**src/rtl/sar_search_3bit.sv**
```systemverilog
// 3-bit successive-approximation search: binary-searches a hidden value 0..7
// by probing an external combinational comparator with guess each cycle.
module sar_search_3bit (
  input  logic       clk,
  input  logic       rst_n,
  input  logic       start,
  input  logic       GT,
  input  logic       LT,
  input  logic       EQ,
  output logic [2:0] guess,
  output logic       busy,
  output logic       done,
  output logic [2:0] result,
  output logic       err,
  output logic [2:0] probes
);

  typedef enum logic [1:0] {IDLE, PROBE, DONE} state_t;

  state_t     state, state_nxt;
  logic [2:0] lo, hi;
  logic [3:0] sum;
  logic       eq_only, gt_only, lt_only, cmp_bad;
  logic       gt_err, lt_err;

  // Sum kept at 4 bits so lo+hi never wraps before halving.
  assign sum     = {1'b0, lo} + {1'b0, hi};
  assign eq_only =  EQ & ~GT & ~LT;
  assign gt_only =  GT & ~LT & ~EQ;
  assign lt_only =  LT & ~GT & ~EQ;
  assign cmp_bad = ~(eq_only | gt_only | lt_only);
  assign gt_err  = gt_only & (guess == hi);
  assign lt_err  = lt_only & (guess == lo);

  always_ff @(posedge clk or negedge rst_n) begin
    if (!rst_n) state <= IDLE;
    else        state <= state_nxt;
  end

  always_comb begin
    state_nxt = state;
    case (state)
      IDLE:    if (start) state_nxt = PROBE;
      PROBE:   if (eq_only || cmp_bad || gt_err || lt_err) state_nxt = DONE;
      DONE:    state_nxt = IDLE;
      default: state_nxt = IDLE;
    endcase
  end

  always_comb begin
    guess = 3'd0;
    busy  = 1'b0;
    done  = 1'b0;
    case (state)
      PROBE:   begin guess = sum[3:1]; busy = 1'b1; end
      DONE:    done = 1'b1;
      default: ;
    endcase
  end

  // Bounds and search outcome; result/err/probes persist through IDLE.
  always_ff @(posedge clk or negedge rst_n) begin
    if (!rst_n) begin
      lo     <= 3'd0;
      hi     <= 3'd7;
      result <= 3'd0;
      err    <= 1'b0;
      probes <= 3'd0;
    end else begin
      case (state)
        IDLE: begin
          if (start) begin
            lo     <= 3'd0;
            hi     <= 3'd7;
            result <= 3'd0;
            err    <= 1'b0;
            probes <= 3'd0;
          end
        end
        PROBE: begin
          probes <= probes + 3'd1;
          if (eq_only) begin
            result <= guess;
          end else if (cmp_bad) begin
            err    <= 1'b1;
            result <= guess;
          end else if (gt_only) begin
            if (gt_err) err <= 1'b1;
            else        lo  <= guess + 3'd1;
          end else begin
            if (lt_err) err <= 1'b1;
            else        hi  <= guess - 3'd1;
          end
        end
        default: ;
      endcase
    end
  end

endmodule

```
**config.mk**
```make
export PLATFORM = sky130hd
export DESIGN_NAME = sar_search_3bit
export DESIGN_NICKNAME = d
export VERILOG_FILES = /design/src/rtl/sar_search_3bit.sv
export SDC_FILE = /design/constraint.sdc
export NUM_CORES = 1
export LEC_CHECK = 0
export ABC_CLOCK_PERIOD_IN_PS = 4100
export BUFFER_PORTS_ARGS = -buffer_cell sky130_fd_sc_hd__buf_2
export CAP_MARGIN = 30
export CORE_MARGIN = 2
export CORE_UTILIZATION = 35
export DETAILED_ROUTE_END_ITERATION = 16
export PLACE_DENSITY = 0.54
export SYNTH_ARGS = -nofsm -noshare
export SYNTH_HDL_FRONTEND = slang
export SYNTH_SLANG_ARGS = --single-unit
```
**constraint.sdc**
```tcl
create_clock -name clk -period 4.1 [get_ports clk]
set_clock_uncertainty 0.1 [all_clocks]
set_input_delay 0.82 -clock clk [delete_from_list [all_inputs] [get_ports clk]]
set_output_delay 0.82 -clock clk [all_outputs]
set_load 0.1 [all_outputs]
```
# --- Yosys cells after proc, flatten, opt, wreduce, memory -nomap -nowiden ---
# Index checks and enable logic that the tools add are counted.
word_totals:
  register_bits: 15
  in_bits: 6
  wordCells: 79
classes:
  n_addsub: 4
  n_eq_ne: 15
  muxes: 29
  bitwise: 14
  n_reduce_logical: 11
ops:
  columns: ["operator", "n"]
  rows:
  - ["2-to-1 mux 3 bit", 13]
  - ["one-hot mux 3 bit (2 select lines)", 4]
  - ["!= test 2 bit (second input constant)", 8]
  - ["AND reduction 6 bit", 2]
  - ["AND 1 bit", 8]
  - ["2-to-1 mux 1 bit", 8]
  - ["!= test 4 bit (second input constant)", 2]
  - ["adder 3 x 1 -> 3 bit (second input constant)", 2]
  - ["equality test 3 bit", 2]
  - ["AND reduction 5 bit", 1]
  - ["adder 3 x 3 -> 4 bit", 1]
  - ["2-to-1 mux 2 bit", 2]
  - ["inverter 1 bit", 4]
  - ["one-hot mux 2 bit (2 select lines)", 1]
  - ["AND reduction 2 bit", 2]
  - ["logical OR 1 bit", 3]
  - ["!= test 3 bit (second input constant)", 1]
  - ["AND reduction 3 bit", 1]
  - ["subtractor 3 x 1 -> 3 bit (second input constant)", 1]
  - ["equality test 2 x 1 -> 1 bit (second input constant)", 1]
  - ["equality test 2 bit (second input constant)", 1]
  - ["zero test 2 bit", 1]
  - ["bitwise OR 1 bit", 2]
  - ["one-hot mux 1 bit (2 select lines)", 1]
  - ["nonzero test 2 bit", 1]

# --- Longest topological paths before layout ---
# Gate-level depths: netlist of run 1.
depth:
  depth_word: 11
  mapped_depth: 9
  mapped_depth_nobuf: 8

# --- Worst setup path before layout of run 1 ---
# Ideal clock, no wire load.
synth_path:
  path_type: "register -> register"
  start: "register hi[2]"
  end: "register hi[0]"
  setup_time_ps: 75
  t_arrival_ps: 3513
  t_required_ps: 3925
  path_slack_ps: 412
  stages_incl_launch_ff: 7
  path_buffers: 0
  period_less_slack_ps: 3688
  cell_sequence: "dfstp_2 > ha_1 > nand4_1 > a21oi_1 > xnor2_1 > a2111oi_4 > mux2i_1"
synth_between:
  elab_chain_cells: 6
synth_rtl:
  columns: ["item", "line_no", "source"]
  rows:
  - ["start, declared", "21", "logic [2:0] lo, hi;"]
  - ["start signal, assigned", "92", "else hi <= guess - 3'd1;"]
  - ["adder 3 x 3 -> 4 bit", "27", "assign sum = {1'b0, lo} + {1'b0, hi};"]
  - ["2-to-1 mux 3 bit", "54", "case (state)"]
  - ["net guess[2]", "10", "output logic [2:0] guess,"]
  - ["equality test 3 bit", "33", "assign lt_err = lt_only & (guess == lo);"]
  - ["AND 1 bit", "33", null]
  - ["!= test 2 bit (no source line)", null, null]
  - ["AND reduction 6 bit (no source line)", null, null]
# The timed path passes the listed nets, and every way through them passes these cells.
# A chain may end at the register's enable or synchronous reset.

# --- Final worst setup path of run 1 ---
layout_path:
  start: "register lo[0]"
  end: "output port guess[1]"
layout_between:
  elab_chain_cells: 2
layout_rtl:
  columns: ["item", "line_no", "source"]
  rows:
  - ["start, declared", "21", null]
  - ["start signal, assigned", "89", "else lo <= guess + 3'd1;"]
  - ["adder 3 x 3 -> 4 bit", "27", null]
  - ["2-to-1 mux 3 bit", "54", null]
  - ["end, declared", "10", null]
# No other way between the ends.

==> results of run 1 <==
[cells by family after synthesis]
family | Yosys count
and+or+nand+nor | 36
AOI/OAI and AO/OA | 20
DFF | 15
muxes | 10
xor gates and xnor gates | 8
adders and majority gates | 6
buffers and inverters | 5
[report_power, final]
group | switching (uW) | leakage [uW] | internal (uW)
clock network | 47.3 | 0.0000150 | 37.7
logic | 452 | 0.000354 | 140
registers | 46.6 | 0.000191 | 190
[worst max-delay path by stage]
stage                          end  depth (start not counted)  slack (ns)   from
after floorplan              hi[0]                          6        0.41  hi[2]
after global placement    guess[1]                          6        1.32  lo[0]
after detailed placement  guess[1]                          6        1.24  lo[0]
after CTS                 guess[1]                          6        0.89  lo[0]
after global routing      guess[1]                          6        0.78  lo[0]
final                     guess[1]                          6        0.90  lo[0]
[metrics by stage]
stage,power [uW],cell area [um2],instances,utilization,hold slack [ns]
after detailed placement,835,1180,147,0.420,0.391
final,913,1200,151,0.429,0.342
after floorplan,732,1060,100,-,0.424
after global placement,829,1180,147,0.420,0.388
after global routing,974,1200,151,0.429,0.341
after CTS,926,1200,151,0.429,0.336
[sequential cells by signal (all words and copies together) (netlist names)]
name,cells
hi,3
state,2
result,3
err,1
probes,3
lo,3
[placed cells by master (no fill, tap or decap), drive strengths merged, types with 2 or more instances in the layout]
cell | synthesis | final
a2111oi | 2 | 2
a211oi | 2 | 2
a21o | 2 | 2
a21oi | 5 | 5
a22o | 2 | 2
and2 | 3 | 3
buf | 1 | 17
clkbuf | 0 | 4
dfrtp | 12 | 12
dfstp | 3 | 3
ha | 5 | 5
inv | 4 | 4
mux2 | 5 | 5
mux2i | 5 | 5
nand2 | 4 | 4
nand2b | 5 | 5
nor2 | 11 | 11
nor2b | 3 | 3
nor3 | 2 | 2
nor3b | 2 | 2
o21ai | 3 | 3
xnor2 | 5 | 5
xor2 | 3 | 3
[synthesized netlist by cell type]
cell type	number	share of area
xor2_1	2	0.017
nand2b_4	1	0.013
xnor2_1	5	0.041
fa_1	1	0.019
nand3_1	1	0.0047
a22o_1	2	0.017
or4_1	1	0.0071
a21o_1	2	0.014
o2111a_1	1	0.011
xor2_2	1	0.015
o21ai_0	3	0.014
nor2b_1	3	0.018
nand2_4	1	0.011
inv_4	2	0.012
or3b_2	1	0.0083
and2_1	3	0.018
ha_1	5	0.059
a2111oi_4	2	0.052
or2_2	1	0.0059
nor4bb_1	1	0.0095
dfstp_2	3	0.074
a41o_1	1	0.0095
dfrtp_1	12	0.28
buf_2	1	0.0047
mux2i_1	5	0.047
o2111ai_1	1	0.0083
nand2b_1	4	0.024
nor3_1	2	0.0095
nor2_1	11	0.039
a31oi_1	1	0.0059
a21oi_1	5	0.024
nor3b_1	2	0.014
nand4_1	1	0.0059
inv_1	2	0.0071
mux2_2	5	0.053
a211oi_1	2	0.014
nand2_1	3	0.011
[cell type report]
type	count	area share
clock buffer	4	0.0218
multi-input combinational	80	0.544
inverter	4	0.0166
timing repair buffer	17	0.0707
sequential	15	0.315
tap	31	0.0322
[metal layers]
layer	share of wire	global-route usage	vias to the layer above
li1	-	-	401
met1	0.51	0.217	405
met2	0.46	0.241	13
met3	0.028	0.0175	2
met4	0.0070	0.0584	0
met5	0	0	-
==> impl_results.rst, run 1 <==
.. list-table::
   :header-rows: 1

   * - Metric
     - Value
   * - Synth Instances
     - 100
   * - Die outline width
     - 59.0 um
   * - HPWL after detailed placement
     - between 1500 and 2000 um
   * - CP max stage delay
     - 0.44 ns
   * - Final critical-path setup slack
     - 0.904 ns
   * - Final setup viols
     - 0
   * - Number of gates resized after CTS
     - 0
   * - Drt via density
     - 5.44
   * - Synth Area in Compound Gates
     - 0.169
   * - Adder-cell share of the synthesized area
     - 0.0780
   * - Normalized max-slew margin
     - 0.679
   * - Die outline area
     - around 0.0035 mm2
   * - Clock buffers created by TritonCTS
     - 3
   * - Worst flop-to-flop path startpoint
     - hi[0]
   * - Antenna diode count
     - 0
   * - Combinational family with the most area after synthesis
     - simple AND/OR/NAND/NOR gates
   * - Vias in the first global route
     - about 850
   * - Synth Register Bits
     - 15
   * - Mean Syn Cell Area
     - about 11 um2
   * - Length in cells of the worst reg-to-reg path
     - 7
   * - GPL Wtd Cong
     - about 0.8
   * - TritonRoute pass-1 iters
     - 4
   * - Antenna violations before repair
     - 0
   * - Critical setup path kind
     - flip-flop to output port
   * - Worst-case setup slack after placement
     - between 1 and 1.5 ns
   * - Syn-to-layout area delta
     - 13.7%
   * - Synth Area in XOR/XNOR
     - 0.0733
   * - Post-route clock period utilization
     - 0.779
   * - Distinct cell type count of the synthesized netlist
     - 37
   * - Post-route minimum period
     - 3.20 ns
   * - Critical Path AT
     - approximately 2.3 ns
   * - Starting density of the core
     - 0.377
   * - Total routed wirelength
     - about 2300 um
   * - Sort of element at the start of the critical path
     - flip-flop
   * - Core Area
     - 0.00281 mm2
   * - Worst-path fanout max
     - 4
   * - CTS root buffer
     - clkbuf_4
   * - Register area share after synthesis
     - 0.358
   * - Sum Neg Setup Slack
     - 0 ns
   * - Max Clock Freq
     - 313 MHz
   * - Fill count
     - 290
   * - WL per Instance
     - between 15 and 20 um
   * - Clock network latency to the later pin of the worst-skew pair
     - 0.28 ns
   * - DRC viols
     - 0
   * - Number of buffers on the longest clock path
     - 2
   * - Number of max-cap violations
     - 0
   * - Footprint of the multi-input gates
     - about 650 um2
   * - Yosys warnings
     - 0
   * - Final Hold Fails
     - 0
   * - Final antenna-violating net count
     - 0
   * - Leak pwr
     - roughly 0.00056 uW
   * - Wire length of the first global-routing pass
     - 4060 um
   * - Synth Cell Area
     - between 0.001 and 0.0015 mm2
   * - Endpoint type of the worst setup path
     - output port
   * - Post-CTS clock slew at the launch and capture registers of the worst setup and hold paths
     - around 0.09 ns
   * - Post-CTS setup-driven buffer insertion count
     - 0
   * - GRT Total Usage
     - 0.154
   * - Hold_buf cts
     - 0
   * - Clock tree from TritonCTS
     - yes
   * - Terminus of the critical flop-to-flop path
     - lo[1]
   * - DR iter-0 viols
     - 25
   * - Power per unit of standard cell area
     - 759 mW/mm2
   * - Net count after synthesis
     - 112
   * - Global route total overflow
     - 0
   * - # nets final
     - roughly 130
   * - Number of pins with negative max-slew slack in the final report
     - 0
   * - IO Pins
     - 18
   * - Buf/Inv on CP
     - 2
   * - Share of post-route cells with drive strength above 1
     - 0.308
   * - Site row count
     - 19
   * - Footprint of the flip-flops and latches
     - around 380 um2
   * - Hold WC Path Type
     - input pin to async pin
   * - Quantity of I/O buffers inserted on ports
     - 17
   * - RSZ-0062 raised after global routing
     - false
   * - Worst IR drop on VDD
     - roughly 490 uV
   * - Actual slew at the worst max-slew pin
     - about 0.48 ns
   * - Series of cell instances along the critical path
     - and2_1 > fa_1 > xor2_1 > nand2_1 > inv_1 > buf_2
   * - Outcome
     - completed
   * - Register-to-register path setup slack
     - between 1 and 1.5 ns
   * - Largest net degree at the start of global routing
     - 16
   * - Clock Sinks
     - 15
   * - Post-Synth Simple-Gate Area
     - 0.197
   * - Total vias in the final route
     - around 820
   * - Fraction of synthesized area in multiplexers
     - 0.100
   * - Overall die height
     - between 50 and 60 um
   * - Data required, critical path
     - ~3.2 ns
   * - Top Family by Delay on Critical Path
     - buffers and inverters
   * - Slowest library cell on the worst path
     - dfrtp_1
   * - Maximum level of the CTS H-tree
     - 1
Power figures use the tool's default switching activity.
==> run 2: changes to the inputs <==
--- a/config.mk
+++ b/config.mk
@@ -5,7 +5,7 @@
 export SDC_FILE = /design/constraint.sdc
 export NUM_CORES = 1
 export LEC_CHECK = 0
-export ABC_CLOCK_PERIOD_IN_PS = 4100
+export ABC_CLOCK_PERIOD_IN_PS = 3200
 export BUFFER_PORTS_ARGS = -buffer_cell sky130_fd_sc_hd__buf_2
 export CAP_MARGIN = 30
 export CORE_MARGIN = 2
==> constraint.sdc (replaced) <==
create_clock -name clk -period 3.2 [get_ports clk]
set_clock_uncertainty 0.1 [all_clocks]
set_input_delay 0.64 -clock clk [delete_from_list [all_inputs] [get_ports clk]]
set_output_delay 0.64 -clock clk [all_outputs]
set_load 0.1 [all_outputs]
==> run 2 against run 1 <==
  * Power rose by 29%
  * Via count rose by 0.85%
  * Sequential power rose by 27%
  * Critical path depth is the same
  * Core utilization increased by 0.27 points
  * Die area is the same
  * Clock-buffer cell count decreased by 1
  * Register-to-register slack lost 0.83 ns
  * Routed wire length increased by 1.7%
  * Flip-flop and latch count did not move
  * Clock power is 35% higher
==> impl_results.rst, run 2 (synthesis results as in run 1) <==
.. list-table::
   :header-rows: 1

   * - Metric
     - Value
   * - Outcome
     - completed
   * - Critical setup path kind
     - flip-flop to output port
   * - Largest net degree at the start of global routing
     - 16
   * - Antenna violations before repair
     - 0
   * - Normalized max-slew margin
     - 0.678
   * - Final antenna-violating net count
     - 0
   * - Number of gates resized after CTS
     - 0
   * - Sum Neg Setup Slack
     - 0 ns
   * - Clock buffers created by TritonCTS
     - 3
   * - Share of post-route cells with drive strength above 1
     - 0.325
   * - Overall die height
     - approximately 59 um
   * - Global route total overflow
     - 0
   * - Worst IR drop on VDD
     - between 700 and 800 uV
   * - Worst-path fanout max
     - 4
   * - WL per Instance
     - 15.5 um
   * - Length in cells of the worst reg-to-reg path
     - 7
   * - Syn-to-layout area delta
     - 14.4%
   * - HPWL after detailed placement
     - between 1500 and 2000 um
   * - Number of max-cap violations
     - 0
   * - Antenna diode count
     - 0
   * - Critical Path AT
     - 2.22 ns
   * - Post-route minimum period
     - around 3 ns
   * - Core Area
     - approximately 0.0028 mm2
   * - Drt via density
     - approximately 5.5
   * - Clock Sinks
     - 15
   * - Wire length of the first global-routing pass
     - ~4000 um
   * - Worst Hold Slack
     - 0.133 ns
   * - IO Pins
     - 18
   * - Quantity of I/O buffers inserted on ports
     - 17
   * - Leak pwr
     - between 0.0005 and 0.0006 uW
   * - DR iter-0 viols
     - 39
   * - Starting density of the core
     - 0.377
   * - Hold WC Path Type
     - input pin to async pin
   * - Leading cell type in the layout, fill and taps excluded
     - buf_2
   * - Max Clock Freq
     - roughly 340 MHz
   * - Number of buffers on the longest clock path
     - 2
   * - Final setup viols
     - 0
   * - Post-route cell area
     - ~0.0012 mm2
   * - Top library cells by usage in the layout, fill and taps aside
     - 16 x buf_2, 12 x dfrtp_1, 11 x nor2_1
   * - DP Area
     - ~0.0012 mm2
   * - Post-CTS setup-driven buffer insertion count
     - 0
   * - GPL Wtd Cong
     - approximately 0.80
   * - GRT Total Usage
     - 0.157
   * - Site row count
     - 19
   * - Die outline area
     - roughly 0.0035 mm2
   * - Final Hold Fails
     - 0
   * - Number of pins with negative max-slew slack in the final report
     - 0
   * - Data required, critical path
     - 2.46 ns
   * - Clock network latency to the later pin of the worst-skew pair
     - slightly below 0.3 ns
   * - TritonRoute pass-1 iters
     - 4
   * - Maximum level of the CTS H-tree
     - 1
   * - Actual slew at the worst max-slew pin
     - approximately 0.5 ns
   * - Total routed wirelength
     - 2340 um
   * - CTS root buffer
     - clkbuf_4
   * - RSZ-0062 raised after global routing
     - false
   * - Die outline width
     - between 50 and 60 um
   * - Endpoint type of the worst setup path
     - output port
   * - Total vias in the final route
     - ~830
   * - Sort of element at the start of the critical path
     - flip-flop
   * - Power per unit of standard cell area
     - between 900 and 1000 mW/mm2
   * - Post-CTS clock slew at the launch and capture registers of the worst setup and hold paths
     - between 0.1 and 0.15 ns
   * - Clock tree from TritonCTS
     - yes
   * - DRC viols
     - 0
   * - Hold_buf cts
     - 0
   * - Vias in the first global route
     - 826
   * - Post-route clock period utilization
     - 0.926
   * - # nets final
     - approximately 130
run 2: final cells by class:
class	instances	area, um2
fillers	281	1590
multi-input cells	80	658
flip-flops and latches	15	379
repair buffers	17	87.6
well taps	31	38.8
clock buffers	3	22.5
inverters	4	20.0
clock inverters	1	5.00
run 2: power by group:
part           internal, uW  switching (uW)
logic                   182             582
registers               243            58.5
clock network          46.5            68.1
run 2: path summary, 6_finish.rpt:
kind | startpoint | to | slack [ns]
hold reg to reg | result[0] | result[0] | 0.42
min in group clk | result[0] | result[0] | 0.42
setup reg to reg | hi[0] | lo[2] | 0.45
max in group asynchronous | rst_n | hi[2] | 2.56
setup / recovery | lo[0] | guess[1] | 0.24
hold / removal | rst_n | lo[0] | 0.13
run 2: worst max-delay path, stage by stage (launching register included):
cell and delay [ns]:
dfrtp_1 0.45, and2_1 0.19, fa_1 0.38, xor2_1 0.27, nand2_1 0.16, inv_1 0.13, clkbuf_4 0.34
run 2: layer usage:
metal / wire length [um] / up-vias / GRT usage
met4: 14 / 0 / 0.0292
met2: 1080 / 17 / 0.256
met3: 96 / 2 / 0.0393
li1: - / 401 / -
met5: 0 / - / 0
met1: 1150 / 408 / 0.213
run 2: stage by stage:
| step | power (uW) | setup slack, ns | utilization | instances |
|---|---|---|---|---|
| after detailed placement | 1070 | 0.482 | 0.421 | 147 |
| after floorplan | 940 | 0.186 | - | 100 |
| after CTS | 1190 | 0.136 | 0.431 | 151 |
| after global placement | 1070 | 0.509 | 0.421 | 147 |
| final | 1180 | 0.238 | 0.432 | 151 |
| after global routing | 1250 | 0.0936 | 0.432 | 151 |
==> run 3: changes to the inputs <==
--- a/config.mk
+++ b/config.mk
@@ -6,12 +6,13 @@
 export NUM_CORES = 1
 export LEC_CHECK = 0
 export ABC_CLOCK_PERIOD_IN_PS = 3200
-export BUFFER_PORTS_ARGS = -buffer_cell sky130_fd_sc_hd__buf_2
+export BUFFER_PORTS_ARGS = -buffer_cell sky130_fd_sc_hd__clkbuf_2
 export CAP_MARGIN = 30
 export CORE_MARGIN = 2
 export CORE_UTILIZATION = 35
 export DETAILED_ROUTE_END_ITERATION = 16
 export PLACE_DENSITY = 0.54
+export REMOVE_ABC_BUFFERS = 1
 export SYNTH_ARGS = -nofsm -noshare
 export SYNTH_HDL_FRONTEND = slang
 export SYNTH_SLANG_ARGS = --single-unit
==> run 3 against run 2 <==
  * Combinational power decreased by 0.7%
  * Global-route usage about the same
  * Register-to-register slack improved by 0.03 ns
  * Largest cell class unchanged
==> impl_results.rst, run 3 (synthesis results as in run 1) <==
.. list-table::
   :header-rows: 1

   * - Metric
     - Value
   * - Data required, critical path
     - 2.46 ns
   * - Antenna violations before repair
     - 0
   * - Critical setup path kind
     - flip-flop to output port
   * - Cell Count, Final, Fillers Out
     - ~150
   * - Post-CTS clock slew at the launch and capture registers of the worst setup and hold paths
     - about 0.090 ns
   * - Leading cell type in the layout, fill and taps excluded
     - clkbuf_2
   * - CP max stage delay
     - between 0.4 and 0.5 ns
   * - Sort of element at the start of the critical path
     - flip-flop
   * - Final antenna-violating net count
     - 0
   * - Worst IR drop on VDD
     - 572 uV
   * - Final critical-path setup slack
     - about 0.13 ns
   * - RSZ-0062 raised after global routing
     - false
   * - Hold WC Path Type
     - input pin to async pin
   * - Post-route clock period utilization
     - 0.960
   * - Antenna diode count
     - 0
   * - Die outline area
     - 0.00348 mm2
   * - Worst-path fanout max
     - 4
   * - Number of gates resized after CTS
     - 0
   * - TritonRoute pass-1 iters
     - 4
   * - Clock network latency to the later pin of the worst-skew pair
     - slightly below 0.3 ns
   * - Die outline width
     - just under 60 um
   * - Top library cells by usage in the layout, fill and taps aside
     - 16 x clkbuf_2, 12 x dfrtp_1, 11 x nor2_1
   * - Placed instance count
     - around 150
   * - Power per unit of standard cell area
     - between 900 and 1000 mW/mm2
   * - Total routed wirelength
     - between 2000 and 2500 um
   * - Worst flop-to-flop path startpoint
     - hi[0]
   * - Worst-case setup slack after placement
     - roughly 0.43 ns
   * - DRC viols
     - 0
   * - Endpoint type of the worst setup path
     - output port
   * - Quantity of I/O buffers inserted on ports
     - 17
   * - Syn-to-layout area delta
     - 13.7%
   * - Wire length of the first global-routing pass
     - 4130 um
   * - Drt via density
     - 5.44
   * - Number of buffers on the longest clock path
     - 2
   * - Core Area
     - 0.00281 mm2
   * - Clock Sinks
     - 15
   * - Global route total overflow
     - 0
   * - Top Family by Delay on Critical Path
     - buffers and inverters
   * - GRT Total Usage
     - 0.157
   * - Number of max-cap violations
     - 0
   * - Site row count
     - 19
   * - Post-CTS setup-driven buffer insertion count
     - 0
   * - Number of pins with negative max-slew slack in the final report
     - 0
   * - WL per Instance
     - around 15 um
   * - Starting density of the core
     - 0.377
   * - Outcome
     - completed
   * - Worst Hold Slack
     - 0.156 ns
   * - CTS root buffer
     - clkbuf_4
   * - Buf/Inv on CP
     - 2
   * - HPWL after detailed placement
     - between 1500 and 2000 um
   * - Clock tree from TritonCTS
     - yes
   * - Vias in the first global route
     - 883
   * - GPL Wtd Cong
     - ~0.84
   * - Final Hold Fails
     - 0
   * - Hold_buf cts
     - 0
   * - Timing startpoint of the critical path
     - lo[0]
   * - Clock buffers created by TritonCTS
     - 3
   * - # nets final
     - 133
   * - Final setup viols
     - 0
   * - IO Pins
     - 18
   * - Slowest library cell on the worst path
     - dfrtp_1
   * - Share of post-route cells with drive strength above 1
     - 0.308
   * - Total vias in the final route
     - about 800
   * - Maximum level of the CTS H-tree
     - 1
   * - Overall die height
     - ~59 um
   * - DR iter-0 viols
     - 26
   * - Leak pwr
     - about 0.00055 uW
   * - Largest net degree at the start of global routing
     - 16
   * - Total Power
     - between 1000 and 1500 uW
   * - Series of cell instances along the critical path
     - and2_1 > fa_1 > xor2_1 > nand2_1 > inv_1 > buf_2
   * - Post-route minimum period
     - ~3.1 ns
   * - Max Clock Freq
     - about 330 MHz
   * - Sum Neg Setup Slack
     - 0 ns
   * - Critical Path AT
     - ~2.3 ns
   * - Normalized max-slew margin
     - 0.638
   * - Actual slew at the worst max-slew pin
     - 0.545 ns
run 3: cell count changes in the layout (fill, tap and decap cells not counted), sizes merged:
cell    before  now
buf         16    1
clkbuf       4   20
clkinv       1    0
run 3: cell type report:
cell class,instances,area [um2]
Timing Repair Buffer,17,85.1
Multi-Input combinational cell,80,654
Fill cell,279,1600
Sequential cell,15,379
Tap cell,31,38.8
Inverter,4,20.0
Clock buffer,4,26.3
run 3: metrics by stage:
stage / instance area [um2] / util
global placement: 1180 / 0.420
floorplan: 1050 / -
finish: 1200 / 0.429
global route: 1200 / 0.429
detailed placement: 1180 / 0.420
CTS: 1200 / 0.429
run 3: routing by layer:
layer  part of all wire  track usage  wire length, um
met1               0.49        0.217             1120
met2               0.46        0.246             1070
met3              0.040       0.0240               93
met4             0.0091       0.0617               21
met5                  0            0                0
run 3: path summary, 6_finish.rpt:
| check | end | slack (ns) | cells after the start |
|---|---|---|---|
| worst max-delay path | guess[1] | 0.13 | 6 |
| worst min-delay path | result[1] | 0.16 | 1 |
| worst max register to register | lo[1] | 0.48 | 7 |
| worst min register to register | result[0] | 0.41 | 1 |
| max in group asynchronous | hi[2] | 2.53 | 1 |
| min in group clk | result[0] | 0.41 | 1 |
run 3: where the power goes:
part	internal (uW)	switching, uW	total, uW
registers	243	60.0	304
clock network	48.5	63.9	112
logic	178	580	758
